`src/rtl/alu_mul_seq.sv`:
```
// Sequential 32x32 -> 64 unsigned shift-and-add multiplier that borrows an external
// 32-bit adder through alu_a/alu_b/alu_ctrl and reads back its result and carry.
module alu_mul_seq (
  input  logic        clk,
  input  logic        rst,
  input  logic        start,
  input  logic [31:0] op_a,
  input  logic [31:0] op_b,
  output logic        ready,
  output logic        busy,
  output logic        done,
  output logic [63:0] product,
  output logic [31:0] alu_a,
  output logic [31:0] alu_b,
  output logic [2:0]  alu_ctrl,
  input  logic [31:0] alu_result,
  input  logic        alu_c
);

  localparam logic [1:0] IDLE = 2'd0;
  localparam logic [1:0] RUN  = 2'd1;
  localparam logic [1:0] DONE = 2'd2;

  logic [1:0]  state;
  logic [31:0] mcand;
  logic [31:0] acc_hi;
  logic [31:0] acc_lo;
  logic [5:0]  cnt;
  logic [63:0] acc_next;

  // The ALU carry becomes the new top bit so the 65-bit partial sum survives the shift.
  assign acc_next = {alu_c, alu_result, acc_lo[31:1]};

  assign ready = (state == IDLE);
  assign busy  = (state == RUN);
  assign done  = (state == DONE);

  assign alu_ctrl = 3'b000;
  assign alu_a    = busy ? acc_hi : 32'h0;
  assign alu_b    = (busy && acc_lo[0]) ? mcand : 32'h0;

  // NOTE: every register here is state updated on the clock edge, so all writes are
  // non-blocking; blocking writes would let later statements see same-cycle values.
  always_ff @(posedge clk) begin
    if (rst) begin
      state   <= IDLE;
      mcand   <= 32'h0;
      acc_hi  <= 32'h0;
      acc_lo  <= 32'h0;
      cnt     <= 6'd0;
      product <= 64'h0;
    end else begin
      case (state)
        IDLE: begin
          if (start) begin
            if ((op_a != 32'h0) && (op_b != 32'h0)) begin
              mcand  <= op_a;
              acc_hi <= 32'h0;
              acc_lo <= op_b;
              cnt    <= 6'd0;
              state  <= RUN;
            end else begin
              // A zero operand skips the iteration entirely.
              product <= 64'h0;
              state   <= DONE;
            end
          end
        end
        RUN: begin
          {acc_hi, acc_lo} <= acc_next;
          cnt              <= cnt + 6'd1;
          if (cnt == 6'd31) begin
            product <= acc_next;
            state   <= DONE;
          end
        end
        DONE: begin
          state <= IDLE;
        end
        default: begin
          state <= IDLE;
        end
      endcase
    end
  end

endmodule

```
`config.mk`:
```
export PLATFORM = sky130hd
export DESIGN_NAME = alu_mul_seq
export DESIGN_NICKNAME = d
export VERILOG_FILES = /design/src/rtl/alu_mul_seq.sv
export SDC_FILE = /design/constraint.sdc
export NUM_CORES = 1
export LEC_CHECK = 0
export ABC_CLOCK_PERIOD_IN_PS = 3000
export CORE_ASPECT_RATIO = 1.75
export CORE_UTILIZATION = 35
export DETAILED_ROUTE_END_ITERATION = 6
export GPL_TIMING_DRIVEN = 1
export PLACE_DENSITY = 0.62
export RECOVER_POWER = 100
export SYNTH_ARGS = -nofsm -noshare
export SYNTH_HDL_FRONTEND = slang
export SYNTH_SLANG_ARGS = --single-unit
```
`constraint.sdc`:
```
create_clock -name clk -period 3 [get_ports clk]
set_input_delay 0.6 -clock clk [delete_from_list [all_inputs] [get_ports clk]]
set_output_delay 0.6 -clock clk [all_outputs]
set_load 0.005 [all_outputs]
```
## Yosys cells after proc, flatten, opt, wreduce, memory -nomap -nowiden

Cells that the tools add are included.

| word-level totals | value |
|---|---|
| register bits | 168 |
| input port bits | 100 |
| word-level logic and storage cells | 43 |
| output and inout port bits | 134 |

| operators by class | value |
|---|---|
| $add $sub $neg | 1 |
| reduce and logical (&&, ||, !) cells | 10 |
| mux-type cells | 19 |
| equal/unequal tests | 7 |

Operator list:

| kind | count |
|---|---|
| two-way mux 32 bit | 6 |
| two-way mux 64 bit | 3 |
| case mux 32 bit (2 select lines) | 2 |
| case mux 64 bit (2 select lines) | 1 |
| nonzero test 32 bit | 2 |
| two-way mux 6 bit | 2 |
| case mux 6 bit (2 select lines) | 1 |
| adder 6 x 1 -> 6 bit (second input constant) | 1 |
| equality test 6 x 5 -> 1 bit (second input constant) | 1 |
| two-way mux 2 bit | 3 |
| AND reduction 3 bit | 2 |
| != test 2 x 1 -> 1 bit (second input constant) | 2 |
| != test 2 bit (second input constant) | 2 |
| case mux 2 bit (2 select lines) | 1 |
| AND reduction 4 bit | 1 |
| equality test 2 x 1 -> 1 bit (second input constant) | 1 |
| equality test 2 bit (second input constant) | 1 |
| logical AND 1 bit | 2 |
| logical NOT 2 bit | 1 |
| AND reduction 2 bit | 1 |
| nonzero test 2 bit | 1 |

## Longest topological paths before layout

| depth | value |
|---|---|
| word-level depth | 5 |
| mapped depth | 8 |
| gate-level depth less buffers | 6 |

## Worst setup path after synthesis

OpenSTA, ideal clock, no wires.

| timing | value |
|---|---|
| kind | input -> register |
| from | input port op_b[13] |
| to | register product[0] |
| cell stages on the path | 6 |
| library setup time | 117 ps |
| setup slack | 930 ps |
| required time | 2,883 ps |
| arrival | 1,953 ps |
| path buffers | 1 |
| cells stage by stage | nor4_1 > nand4_1 > o221a_1 > o21ba_2 > buf_6 > a22o_1 |

| between the ends | value |
|---|---|
| word-level cells in the longest chain between the ends | 4 |

Ends and longest elaborated chain:

| what | RTL line | source |
|---|---|---|
| from (decl) | 8 | `input logic [31:0] op_b,` |
| nonzero test 32 bit | 56 | `if ((op_a != 32'h0) && (op_b != 32'h0)) begin` |
| logical AND 1 bit | 56 |  |
| != test 2 bit (no line) | - |  |
| AND reduction 4 bit (no line) | - |  |
| to (signal assigned) | 73 | `product <= acc_next;` |
| to (decl) | 12 | `output logic [63:0] product,` |

Every way passes these cells.
A chain may end at the register's enable or synchronous reset.

## Worst setup path in the final report

| timing | value |
|---|---|
| from | register state[0] |
| to | output port alu_b[5] |

| between the ends | value |
|---|---|
| word-level cells in the longest chain between the ends | 3 |

Ends and longest elaborated chain:

| what | RTL line | source |
|---|---|---|
| from (decl) | 24 | `logic [1:0] state;` |
| from (signal assigned) | 46 | `state <= IDLE;` |
| from (signal assigned) | 61 | `state <= RUN;` |
| from (signal assigned) | 65 | `state <= DONE;` |
| equality test 2 x 1 -> 1 bit | 35 | `assign busy = (state == RUN);` |
| logical AND 1 bit | 40 | `assign alu_b = (busy && acc_lo[0]) ? mcand : 32'h0;` |
| two-way mux 32 bit | 40 |  |
| to (decl) | 14 | `output logic [31:0] alu_b,` |

Every way passes these cells.

==> results by group <==
STA
  – Hold Vio Cnt, Final: 0
  – Final slew viol count: 0
  – Setup TNS Final: 0 ns
  – Final min period: 2.83 ns
  – RSZ-0062 raised after global routing: no
  – Clock skew: 0.00582 ns
  – Period utilization: 0.943
  – Max-slew headroom: 0.492
  – # setup viols final: 0
  – Fmax: 354 MHz
  – Worst Tran Pin Value: 0.762 ns
  – Worst hold slack: 0.431 ns

Synth
  – Flops & latches, synth: 168
  – Most frequent cell after synthesis: dfxtp_1
  – Ys flop type: dfxtp_1
  – Post-synth top cells: 168 x dfxtp_1, 121 x nand3_1, 120 x a21oi_1
  – Mapped cell area: 7020 µm²
  – Share of the synthesized area in the top cell type: 0.479
  – Register area share after synthesis: 0.479
  – Yosys top cell by area: dfxtp_1
  – Synth top area cells: dfxtp_1 48%, nand3_1 8.6%, a21oi_1 8.6%
  – Synth warnings: 0
  – Distinct cells, synth: 36
  – Synthesized area per cell: 8.37 µm²
  – Post-synth EDFFs: 0
  – Synth async-reset ratio: 0
  – Cells after Synth: 838

Layout
  – Diodes inserted: 0
  – Final Net Count: 1134
  – Final std cells w/o fill: 1291
  – Layout cell share with drive strength beyond 1: 0.0832
  – Fillers: 1899
  – Area Overhead vs Synth: 46.3%

Clock tree
  – Cts repair resizes: 0
  – CTS tree: yes
  – H-tree Lvls: 4
  – Post-CTS Setup Bufs: 0
  – Clock Pin Slew Worst Setup and Hold Paths: 0.07 ns
  – Clock latency on the worst-skew pair: 0.43 ns
  – CTS max path bufs: 2
  – TritonCTS Sinks: 168
  – CTS Root Cell: clkbuf_16
  – Clock buffer count from CTS: 17
  – Hold buffers post-CTS: 0

Detailed routing
  – Wirelength per Cell: 17.7 µm
  – Drt initial violations: 359
  – Overall routed net length: 22.8 mm
  – Wl on met1: 8.71 mm
  – Routed wl met3: 991 µm
  – DR WL met2: 12.2 mm
  – Routed Antenna Nets: 0
  – Drt via density: 5.40
  – Top routing layer in use: met4
  – DRC viols: 0
  – Pre-Repair DR Iteration Count: 5
  – Via count: 6977

Worst hold path
  – Hold WC Path Type: in -> reg
  – WHS Path Cells: 2

Global route
  – GRT Total Usage: 0.222
  – GRT overflow: 0
  – Initial antenna violation count: 0
  – Vias in the first global route: 6502
  – First-pass GRT wire length: 35.3 mm
  – Largest net degree at the start of global routing: 141

Place
  – HPWL after DPL: 15.2 mm
  – Placer Congestion: 0.798
  – I/O Buffers: 230
  – Placed Cells: 1259

Status
  – Status: finished, final reports clean

Run
  – Max cap viols: 0

Worst setup path
  – Slowest CP cell: dlygate4sd3_1
  – FF-to-FF path depth: 7
  – Crit-path leading delay family: buffers and inverters
  – Setup crit start kind: flop
  – CP endpoint kind: primary output
  – CP peak stage delay: 0.58 ns
  – WS Path Type: reg -> out
  – Crit path max fanout: 22
  – Worst EP arrival: 2.23 ns
  – Ordered list of cells on the worst path: nand2b_4, inv_4, buf_4, and3_1, dlygate4sd3_1
  – WP buf/inv: 3
  – Crit path required time: 2.40 ns
  – Levels on crit path: 5

Power
  – Switching share of power: 0.252
  – Combinational Power Share: 0.130
  – P per Cell Area: 523 nW/µm²
  – Max VDD drop: 0.439 mV
  – Flop pwr share: 0.443
  – Net switching power: 1.35 mW
  – Int Pwr: 4.01 mW
  – Total power draw: 5.36 mW
  – Leakage: 4.09 nW
  – Part of the power in the clock network: 0.428

Floorplan
  – Initial Utilization: 0.357
  – Die height: 189 µm
  – Total Die Area: 20600 µm²
  – Core area: 19700 µm²
  – I/O Pins: 234
  – Number of cell rows: 68
  – Chip width: 109 µm
-- cells by family after synthesis --
kind of cell / Yosys count / synth area share
compound gates: 260 / 0.215
fa+ha+maj: 1 / 0.00178
buf+inv: 92 / 0.0572
flops: 168 / 0.479
mux: 19 / 0.0305
other cells: 1 / 0.000534
simple gates: 297 / 0.216
-- layer usage --
| metal | up-vias | global-route usage |
|---|---|---|
| met1 | 3324 | 0.252 |
| met5 | - | 0 |
| li1 | 3396 | - |
| met4 | 0 | 0.115 |
| met3 | 46 | 0.0389 |
| met2 | 211 | 0.386 |
-- worst paths after layout --
check / start / end / slack [ns]
max: state[0]$_SDFFE_PP0P_ / alu_b[5] / 0.17
min: rst / acc_lo[20]$_SDFFE_PP0P_ / 0.43
max reg2reg: cnt[0]$_SDFFE_PP0P_ / product[23]$_SDFFE_PP0P_ / 0.90
min reg2reg: acc_hi[26]$_SDFFE_PP0P_ / acc_hi[26]$_SDFFE_PP0P_ / 0.46
-- worst register-to-register path, stage by stage (launching register included) --
cell and delay [ns]:
dfxtp_1 0.37, ha_1 0.21, nand2_1 0.12, nor4_1 0.28, o21bai_2 0.13, o21ba_2 0.22, buf_2 0.33, a22o_1 0.33
-- cell usage in the layout (no fill, tap or decap), types with 6 or more instances in the layout --
| cell | n |
|---|---|
| dfxtp_1 | 168 |
| nand3_1 | 121 |
| a21oi_1 | 120 |
| clkdlybuf4s50_1 | 119 |
| dlygate4sd3_1 | 110 |
| o21ai_0 | 85 |
| nand2_1 | 63 |
| and3_1 | 32 |
| a22o_1 | 32 |
| mux2_2 | 19 |
| nor2_1 | 18 |
| and2_1 | 17 |
| nor4_1 | 17 |
| clkbuf_16 | 17 |
| buf_4 | 17 |
| and2_0 | 15 |
| a311oi_1 | 15 |
| buf_12 | 12 |
| clkbuf_1 | 6 |
-- area by class of cell --
| class | instances | area [µm²] | share of cell area |
|---|---|---|---|
| Inverter | 2 | 10.0 | 0.000975 |
| Clock inverter | 10 | 143 | 0.0139 |
| Tap cell | 245 | 307 | 0.0299 |
| Timing Repair Buffer | 264 | 2690 | 0.262 |
| Multi-Input combinational cell | 580 | 3280 | 0.320 |
| Sequential cell | 168 | 3360 | 0.328 |
| Clock buffer | 22 | 474 | 0.0462 |
-- state kept, by name, indices dropped and copies added, names as in the netlist --
| signal | cells |
|---|---|
| acc_lo | 32 |
| state | 2 |
| acc_hi | 32 |
| mcand | 32 |
| cnt | 6 |
| product | 64 |
-- power groups by stage --
stage,Sequential (mW),Combinational [mW],Clock (mW)
after global placement,2.42,0.706,0
after detailed placement,2.42,0.708,0
after floorplan,2.41,0.371,0
final,2.37,0.696,2.29
after global routing,2.38,0.758,2.44
after CTS,2.37,0.712,2.35
-- stage by stage --
step / worst slack, ns / utilization / instance area (µm²)
global placement: 0.0354 / 0.493 / 9700
detailed placement: 0.0282 / 0.493 / 9700
CTS: 0.194 / 0.525 / 10300
finish: 0.172 / 0.522 / 10300
floorplan: 0.930 / - / 7020
global route: 0.0705 / 0.522 / 10300
No activity file was read; power rests on OpenSTA's default activity.
